[src/rtl/ftq_pkg.sv]
// Shared types and sizing for the fetch target queue and its BPU/IFU/backend interfaces.
package ftq_pkg;

    localparam int unsigned FTQ_SIZE    = 8;
    localparam int unsigned ADDR_WIDTH  = 32;
    localparam int unsigned FETCH_WIDTH = 4;
    localparam int unsigned IDX_W       = $clog2(FTQ_SIZE);
    localparam int unsigned PTR_W       = IDX_W + 1;
    localparam int unsigned LEN_W       = $clog2(FETCH_WIDTH) + 1;
    localparam int unsigned FTB_IDX_W   = 4;

    localparam logic [1:0] BRANCH_TYPE_NONE = 2'd0;
    localparam logic [1:0] BRANCH_TYPE_COND = 2'd1;
    localparam logic [1:0] BRANCH_TYPE_JUMP = 2'd2;
    localparam logic [1:0] BRANCH_TYPE_RET  = 2'd3;

    typedef struct packed {
        logic                   valid;
        logic [ADDR_WIDTH-1:0]  start_pc;
        logic [LEN_W-1:0]       length;
        logic                   is_cross_cacheline;
        logic                   predicted_taken;
        logic                   predict_valid;
    } ftq_block_t;

    typedef struct packed {
        logic                   ftb_hit;
        logic [FTB_IDX_W-1:0]   ftb_hit_index;
        logic [2:0]             tage_provider;
        logic [2:0]             tage_provider_ctr;
        logic                   tage_alt_pred;
    } bpu_ftq_meta_t;

    typedef struct packed {
        ftq_block_t             block;
        bpu_ftq_meta_t          meta;
    } ftq_entry_t;

    typedef struct packed {
        logic                   valid;
        logic [ADDR_WIDTH-1:0]  start_pc;
        logic                   is_cross_cacheline;
        logic                   predicted_taken;
        logic                   ftb_hit;
        logic [FTB_IDX_W-1:0]   ftb_hit_index;
        logic [2:0]             tage_provider;
        logic [2:0]             tage_provider_ctr;
        logic                   tage_alt_pred;
        logic                   is_taken;
        logic [1:0]             branch_type;
        logic [ADDR_WIDTH-1:0]  jump_target;
        logic [ADDR_WIDTH-1:0]  fall_through;
        logic                   ftb_dirty;
    } ftq_bpu_meta_t;

    function automatic ftq_bpu_meta_t make_train(
        input ftq_entry_t            e,
        input logic                  taken,
        input logic [1:0]            btype,
        input logic [ADDR_WIDTH-1:0] target,
        input logic [ADDR_WIDTH-1:0] fall,
        input logic                  dirty
    );
        ftq_bpu_meta_t t;
        t                    = '0;
        t.valid              = 1'b1;
        t.start_pc           = e.block.start_pc;
        t.is_cross_cacheline = e.block.is_cross_cacheline;
        t.predicted_taken    = e.block.predicted_taken;
        t.ftb_hit            = e.meta.ftb_hit;
        t.ftb_hit_index      = e.meta.ftb_hit_index;
        t.tage_provider      = e.meta.tage_provider;
        t.tage_provider_ctr  = e.meta.tage_provider_ctr;
        t.tage_alt_pred      = e.meta.tage_alt_pred;
        t.is_taken           = taken;
        t.branch_type        = btype;
        t.jump_target        = target;
        t.fall_through       = fall;
        t.ftb_dirty          = dirty;
        return t;
    endfunction

endpackage

[src/rtl/ftq_ptr_ctrl.sv]
// Write/fetch/commit pointer bookkeeping for the FTQ: occupancy, full, write gating, P1 rewind.
module ftq_ptr_ctrl
    import ftq_pkg::*;
(
    input  logic             clk,
    input  logic             rst,
    input  logic             flush,
    input  logic             p0_valid,
    input  logic             p1_valid,
    input  logic             ifu_fire,
    input  logic             commit_valid,
    input  logic [IDX_W-1:0] commit_id,
    output logic [PTR_W-1:0] bpu_ptr,
    output logic [PTR_W-1:0] ifu_ptr,
    output logic [PTR_W-1:0] comm_ptr,
    output logic             last_wr,
    output logic             full,
    output logic             ifu_pending,
    output logic             p0_wr,
    output logic             p1_wr,
    output logic             commit_fire,
    output logic             ifu_flush
);

    localparam logic [PTR_W-1:0] SIZE = PTR_W'(FTQ_SIZE);

    logic [PTR_W-1:0] occupancy;
    logic [PTR_W-1:0] bpu_prev;
    logic [PTR_W-1:0] ifu_after;
    logic [PTR_W-1:0] comm_next;
    logic             rewind;

    always_comb begin
        occupancy   = bpu_ptr - comm_ptr;
        full        = occupancy >= (SIZE - PTR_W'(1));
        ifu_pending = ifu_ptr != bpu_ptr;
        commit_fire = commit_valid && (commit_id == comm_ptr[IDX_W-1:0]) && (comm_ptr != ifu_ptr);
        p0_wr       = p0_valid && !p1_valid && (occupancy < SIZE) && !flush;
        p1_wr       = p1_valid && last_wr && !flush;
        bpu_prev    = bpu_ptr - PTR_W'(1);
        ifu_after   = ifu_ptr + PTR_W'(ifu_fire);
        // The overridden block is the newest one, so the IFU has it exactly when it
        // has caught up with bpu_ptr, including an accept of it in this same cycle.
        rewind      = p1_wr && (ifu_after == bpu_ptr);
        comm_next   = comm_ptr + PTR_W'(commit_fire);
    end

    always_ff @(posedge clk or posedge rst) begin
        if (rst) begin
            bpu_ptr   <= '0;
            ifu_ptr   <= '0;
            comm_ptr  <= '0;
            last_wr   <= 1'b0;
            ifu_flush <= 1'b0;
        end else begin
            comm_ptr  <= comm_next;
            ifu_flush <= rewind;
            if (flush) begin
                bpu_ptr <= comm_next;
                ifu_ptr <= comm_next;
                last_wr <= 1'b0;
            end else begin
                bpu_ptr <= bpu_ptr + PTR_W'(p0_wr);
                last_wr <= p0_wr;
                ifu_ptr <= rewind ? bpu_prev : ifu_after;
            end
        end
    end

endmodule

[src/rtl/ftq.sv]
// Fetch target queue: buffers BPU blocks for the IFU and returns commit-time training to the BPU.
module ftq
    import ftq_pkg::*;
(
    input  logic                  clk,
    input  logic                  rst,
    input  logic                  backend_flush_i,
    input  ftq_block_t            bpu_p0_i,
    input  ftq_block_t            bpu_p1_i,
    input  bpu_ftq_meta_t         bpu_meta_i,
    output logic                  bpu_ftq_full_o,
    output ftq_block_t            ifu_block_o,
    output logic [PTR_W-2:0]      ifu_ftq_id_o,
    input  logic                  ifu_accept_i,
    output logic                  ifu_flush_o,
    input  logic                  commit_valid_i,
    input  logic [PTR_W-2:0]      commit_ftq_id_i,
    input  logic                  commit_is_taken_i,
    input  logic [1:0]            commit_branch_type_i,
    input  logic [ADDR_WIDTH-1:0] commit_jump_target_i,
    input  logic [ADDR_WIDTH-1:0] commit_fall_through_i,
    input  logic                  commit_ftb_dirty_i,
    output ftq_bpu_meta_t         bpu_train_o
);

    ftq_entry_t       entries [FTQ_SIZE];
    logic [PTR_W-1:0] bpu_ptr, ifu_ptr, comm_ptr;
    logic [IDX_W-1:0] bpu_idx, prev_idx, ifu_idx, comm_idx;
    logic             last_wr, ifu_pending, ifu_fire, p0_wr, p1_wr, commit_fire;

    assign bpu_idx      = bpu_ptr[IDX_W-1:0];
    assign prev_idx     = bpu_idx - IDX_W'(1);
    assign ifu_idx      = ifu_ptr[IDX_W-1:0];
    assign comm_idx     = comm_ptr[IDX_W-1:0];
    assign ifu_ftq_id_o = ifu_idx;
    assign ifu_fire     = ifu_block_o.valid && ifu_accept_i;

    ftq_ptr_ctrl u_ptr_ctrl (
        .clk          (clk),
        .rst          (rst),
        .flush        (backend_flush_i),
        .p0_valid     (bpu_p0_i.valid),
        .p1_valid     (bpu_p1_i.valid),
        .ifu_fire     (ifu_fire),
        .commit_valid (commit_valid_i),
        .commit_id    (commit_ftq_id_i),
        .bpu_ptr      (bpu_ptr),
        .ifu_ptr      (ifu_ptr),
        .comm_ptr     (comm_ptr),
        .last_wr      (last_wr),
        .full         (bpu_ftq_full_o),
        .ifu_pending  (ifu_pending),
        .p0_wr        (p0_wr),
        .p1_wr        (p1_wr),
        .commit_fire  (commit_fire),
        .ifu_flush    (ifu_flush_o)
    );

    always_comb begin
        ifu_block_o = '0;
        if (ifu_pending && !backend_flush_i && entries[ifu_idx].block.valid) begin
            ifu_block_o = entries[ifu_idx].block;
        end
    end

    // Entry valid bits live in block.valid; every live entry is uncommitted, so a flush clears all.
    always_ff @(posedge clk or posedge rst) begin
        if (rst) begin
            for (int unsigned i = 0; i < FTQ_SIZE; i++) begin
                entries[i] <= '0;
            end
        end else if (backend_flush_i) begin
            for (int unsigned i = 0; i < FTQ_SIZE; i++) begin
                entries[i].block.valid <= 1'b0;
            end
        end else begin
            if (commit_fire) begin
                entries[comm_idx].block.valid <= 1'b0;
            end
            if (last_wr) begin
                entries[prev_idx].meta <= bpu_meta_i;
            end
            if (p1_wr) begin
                entries[prev_idx].block <= bpu_p1_i;
            end
            if (p0_wr) begin
                entries[bpu_idx].block <= bpu_p0_i;
            end
        end
    end

    always_ff @(posedge clk or posedge rst) begin
        if (rst) begin
            bpu_train_o <= '0;
        end else if (commit_fire) begin
            bpu_train_o <= make_train(entries[comm_idx], commit_is_taken_i, commit_branch_type_i,
                                      commit_jump_target_i, commit_fall_through_i, commit_ftb_dirty_i);
        end else begin
            bpu_train_o <= '0;
        end
    end

    a_commit_id: assert property (@(posedge clk) disable iff (rst)
        commit_valid_i |-> (commit_ftq_id_i == comm_idx));

endmodule

[config.mk]
export PLATFORM = sky130hd
export DESIGN_NAME = ftq
export DESIGN_NICKNAME = d
export VERILOG_FILES = /design/src/rtl/ftq_pkg.sv /design/src/rtl/ftq_ptr_ctrl.sv /design/src/rtl/ftq.sv
export SDC_FILE = /design/constraint.sdc
export NUM_CORES = 1
export LEC_CHECK = 0
export CAP_MARGIN = 20
export CORE_MARGIN = 1.5
export CORE_UTILIZATION = 30
export CTS_CLUSTER_DIAMETER = 60
export DETAILED_ROUTE_END_ITERATION = 10
export GPL_TIMING_DRIVEN = 0
export PLACE_DENSITY_LB_ADDON = 0.08
export SYNTH_ARGS = -nofsm -noshare
export SYNTH_HDL_FRONTEND = slang
export SYNTH_SLANG_ARGS = --single-unit
[constraint.sdc]
create_clock -name clk -period 35.1 [get_ports clk]
set_input_delay 7.02 -clock clk [delete_from_list [all_inputs] [get_ports clk]]
set_output_delay 7.02 -clock clk [all_outputs]
set_load 0.02 [all_outputs]
### Word-level counts from Yosys, hierarchy flattened

Index checks and enable logic that the tools add are counted.

* output and inout bits: 159
* bits in registers: 537

* $lt $le $gt $ge: 9
* mux-type cells: 39
* add/subtract/negate cells: 6
* reductions and logical operators: 16
* bitwise logic cells: 4
* equal/unequal tests: 4

Operator list (number)
* $mux W408: 7
* $bwmux W408: 4
* $demux W51 S3: 4
* $bmux W51 S3: 2
* $mux W51: 5
* $mux W115: 1
* $mux W50: 2
* $mux W39: 1
* $ge A4 B4 Y1 const B: 4
* $not A3 Y4: 4
* $logic_and A1 B1 Y1: 14
* $add A4 B1 Y4: 3
* $lt A4 B1 Y1 const B: 3
* $mux W12: 1
* $mux W4: 3
* $mux W1: 9
* $ne A4 B4 Y1: 2
* $eq A4 B4 Y1: 1
* $ge A4 B3 Y1 const B: 1
* $lt A4 B4 Y1 const B: 1
* $sub A4 B1 Y4 const B: 1
* $sub A4 B4 Y4: 1
* $eq A3 B3 Y1: 1
* $sub A3 B1 Y3 const B: 1
* $logic_not A1 Y1: 2

### Depth between registers and ports, before layout

* depth after elaboration: 17
* gate-level depth with buffers: 13
* mapped depth without buffers: 10

### Hierarchy

From an unflattened synthesis, not the netlist that was laid out.

* cells, all modules: 2315
* area, all modules: 29796.1 µm²

Modules (own cells, without submodules)
* ftq: cells each 2211, times used 1, area an instance 28748.8 µm², sequential area each 13087.6 µm²
* ftq_ptr_ctrl: cells each 104, times used 1, area an instance 1047.3 µm², sequential area each 350.3 µm²

### Least setup slack after synthesis

Ideal clock, no wire load.

* path kind: input -> output
* start point: input port backend_flush_i
* end point: output port ifu_block_o[0] (netlist name)
* data required time: 28080 ps
* slack: 19921 ps
* buffers on the path: 3
* stages: 5
* arrival time: 8159 ps
* path through: buf_2 or3_1 clkbuf_1 clkbuf_1 nor2_1

RTL lines
* start: declaration: line ftq.sv:7 `input logic backend_flush_i,`
* end: declaration: line ftq.sv:12 `output ftq_block_t ifu_block_o,`

==> out/summary.md <==
Cell area after technology mapping: 29000 µm². The worst setup path is of the in -> out kind. Counting flops and latches in the post-synthesis netlist gives 537.

The number of synthesized flops with an enable pin was 0; the worst hold slack after final layout was 0.497 ns. The die is 314 µm tall. Port buffering added 265 buffers.

Setup repair after global routing left no endpoint under its margin. Setup slack on the critical path of the routed design comes to 18.41 ns. At the pin with the least slew margin, the transition time is 1.31 ns. The number of levels the H-tree was split into was 3. The logs give 0.66 ns for the insertion delay to the later sink of the worst-skew pair and 14.8 nW for the total leakage power. Global routing finished with a remaining overflow of 0. The largest total area in the synthesized netlist belongs to sky130_fd_sc_hd__dfrtp_1. For the starting utilization of the core area, the log shows 0.304. The tools report the post-synthesis net count as 2965. Kind of end point of the critical path: a primary output. Clock skew on the completed layout was measured at 0.0409 ns.

The run gives 3 as the maximum count of clock buffers along a single path. In this run the power density over the cells is 92.5 nW/µm². The flow ran to the end, and the final reports show no timing, DRC or antenna violations.

The final routed wirelength across all metal layers was 173000 µm. The logs give 0 for the number of antenna-violating nets in the routed design and 7 for the detailed-router iteration count before antenna repair. The detailed router's first-iteration violation count is 3952. The tools report the number of rows in the core area as 113. In this run the critical register-to-register path is launched from u_ptr_ctrl.bpu_ptr[1].

The number of cells on the worst reg-to-reg path is 13. The tools report the sequential cell area fraction in the yosys report as 0.463. The cell depth of the worst hold path was 1; the number of remaining DRC errors was 0.

In this design, the largest share of critical-path delay is due to buffers and inverters. The sum of buffers and inverters on the critical path is 4. After technology mapping, the gate count stands at 2788. For the initial antenna violation count, the log shows 15.

The floorplan step defined a die boundary enclosing 98700 µm². In this run the standard cell core region covers 95400 µm². The portion of the clock cycle consumed by the worst path in the final layout was 0.475; the summed negative setup slack over all endpoints was 0 ns. The first global-routing pass estimated 236000 µm of wire. Across the VDD grid, the largest voltage drop is 43.5 µV. By count the netlist is led by sky130_fd_sc_hd__dfrtp_1 (537), sky130_fd_sc_hd__a211oi_1 (284), sky130_fd_sc_hd__nor2_1 (269).

Post-CTS timing repair inserted 0 buffers for setup. 325 I/O pins were placed. Compared with the post-synthesis result, the final layout area differs by 24.5%.

Routability-driven placement finished with a final weighted congestion of 0.991. The critical path goes through buf_2, or3_1, clkbuf_1, clkbuf_1, nor2_1, clkdlybuf4s50_1. Using the TritonRoute via totals, the vias-per-cell ratio works out to 6.51. The hold buffer count at CTS is 0, and the largest fanout on the critical path is 10.

The share of post-route cells with drive strength above 1 works out to 0.151. The share of Yosys cell area claimed by the top area cell type works out to 0.463. The endpoint identified for the worst register-to-register timing path is u_ptr_ctrl.ifu_ptr[0].

The cell with the most instances on the worst path is sky130_fd_sc_hd__clkbuf_1. The tightest slew margin relative to the limit is 0.125, and the count of synthesis-stage warnings from yosys is 0. For the setup slack on the worst flop-to-flop path, the log shows 30.39 ns.

The kind of start point of the critical path is an input port. At the placement stage, the worst setup path has a slack of 18.55 ns. The critical path arrival was 9.67 ns. The post-route core utilization came out at 0.379. Yosys attributes the largest share of cell area to sky130_fd_sc_hd__dfrtp_1 (46%), sky130_fd_sc_hd__a211oi_1 (7.3%), sky130_fd_sc_hd__mux4_2 (6.1%).

The most common cell in the synthesized netlist was sky130_fd_sc_hd__dfrtp_1. The tool flagged a number of max-cap violations equal to 0. The average detailed-routed wire length per instance was 38.6 µm; the maximum number of pins on one net before global-route repair was 120.

The number of endpoints with negative hold slack in the final report was 0; the clock transition time at the flip-flop clock pins of the worst setup and hold paths was 0.06 ns. The proportion of register bits with asynchronous set or reset after synthesis works out to 1.00. The number of gates resized after cts is 0. The root buffer cell chosen for the clock tree is sky130_fd_sc_hd__clkbuf_16. Max-slew violation count: 0. Most frequently used flop master after synthesis: sky130_fd_sc_hd__dfrtp_1. Via count of the first global-routing pass: 28800. At the worst endpoint, the required time is 28.08 ns. The floorplan step set the die width to 314 µm.

A synthesized cell averages 10.4 µm². The total clock sinks is 537. The smallest clock period supported by the final layout is computed as 16.69 ns.

The number of different library cells in the post-synthesis netlist is 67. The total track usage was 0.342. The min-delay analysis places its worst path in the category reg -> reg.

The maximum operating frequency is 59.9 MHz, and the biggest cell delay along the critical path is 0.70 ns. The HPWL after detailed placement is 117000 µm. TritonCTS built the clock tree. The number of nets at the end of the flow is 3331, and the total via count after detailed routing is 29100. The worst-path cell with the longest stage delay was sky130_fd_sc_hd__clkdlybuf4s50_1. TritonCTS created 75 clock buffers. The count of endpoints failing setup in the final report was 0.
## metal layers
metal | wire, µm | vias up | global-route usage
li1 | - | 11300 | -
met1 | 66400 | 14900 | 0.436
met2 | 73800 | 2353 | 0.498
met3 | 21700 | 557 | 0.125
met4 | 10900 | 12 | 0.197
met5 | 72 | - | 0
## worst reg2reg max path, cell delays in order, from the launching register on
cell and delay (ns):
sky130_fd_sc_hd__dfrtp_1 0.44, sky130_fd_sc_hd__clkbuf_1 0.53, sky130_fd_sc_hd__xor2_1 0.15, sky130_fd_sc_hd__nor4_1 0.45
sky130_fd_sc_hd__or3_1 0.18, sky130_fd_sc_hd__clkbuf_1 0.59, sky130_fd_sc_hd__clkbuf_1 0.61, sky130_fd_sc_hd__nor2_1 0.10
sky130_fd_sc_hd__ha_1 0.24, sky130_fd_sc_hd__ha_1 0.22, sky130_fd_sc_hd__xor3_1 0.20, sky130_fd_sc_hd__nor4_2 0.47
sky130_fd_sc_hd__and2_1 0.29, sky130_fd_sc_hd__o311ai_1 0.11
## placed cells by master (no fill, tap or decap), drive strengths merged, types with 10 or more instances in the layout
cell type      instances
inv                  173
nor3                 169
a311oi               136
mux4                  78
o22ai                184
or4                   46
dfrtp                537
ha                    10
mux2i                 69
buf                  224
o32ai                 30
a21oi                 15
o32a                  18
and2                  69
clkdlybuf4s50        265
xor2                  17
nor2                 270
clkbuf               264
clkinv                13
mux2                 114
nand2                 16
a221oi                92
a211oi               286
## worst max-delay path by stage
stage / cells past startpoint / from / end
after global placement: 2 / rst / bpu_train_o[108]
after CTS: 6 / backend_flush_i / ifu_block_o[28]
after floorplan: 1 / rst / asynchronous set/reset pin
final: 6 / backend_flush_i / ifu_block_o[28]
after detailed placement: 6 / backend_flush_i / ifu_block_o[28]
after global routing: 6 / backend_flush_i / ifu_block_o[28]
## cells by family after synthesis
group,synth area share
buffers and inverters,0.0752
DFF,0.463
muxes,0.129
xor gates and xnor gates,0.00918
AOI/OAI and AO/OA,0.211
and+or+nand+nor,0.108
adders and majority gates,0.00500
## final cells by class
cell class,instances,area [µm²]
Clock inverter,32,319
Clock buffer,95,2100
Tap cell,1265,1580
Fill cell,9508,59300
Inverter,167,634
Buffer,369,1570
Antenna cell,8,20.0
Sequential cell,537,13400
Multi-Input combinational cell,1715,13400
Timing Repair Buffer,289,3070
## report_power, final
| part | switching (W) | internal [W] |
|---|---|---|
| registers | 0.000163 | 0.000824 |
| clock network | 0.000322 | 0.000454 |
| logic | 0.00106 | 0.000525 |
## through the flow
step	instance area [µm²]	total power (W)	instances
floorplan	29000	0.00178	2788
global placement	33300	0.00245	4318
detailed placement	33700	0.00250	4339
CTS	36100	0.00327	4466
global route	36100	0.00342	4469
finish	36200	0.00335	4477
Power figures use the tool's default switching activity.
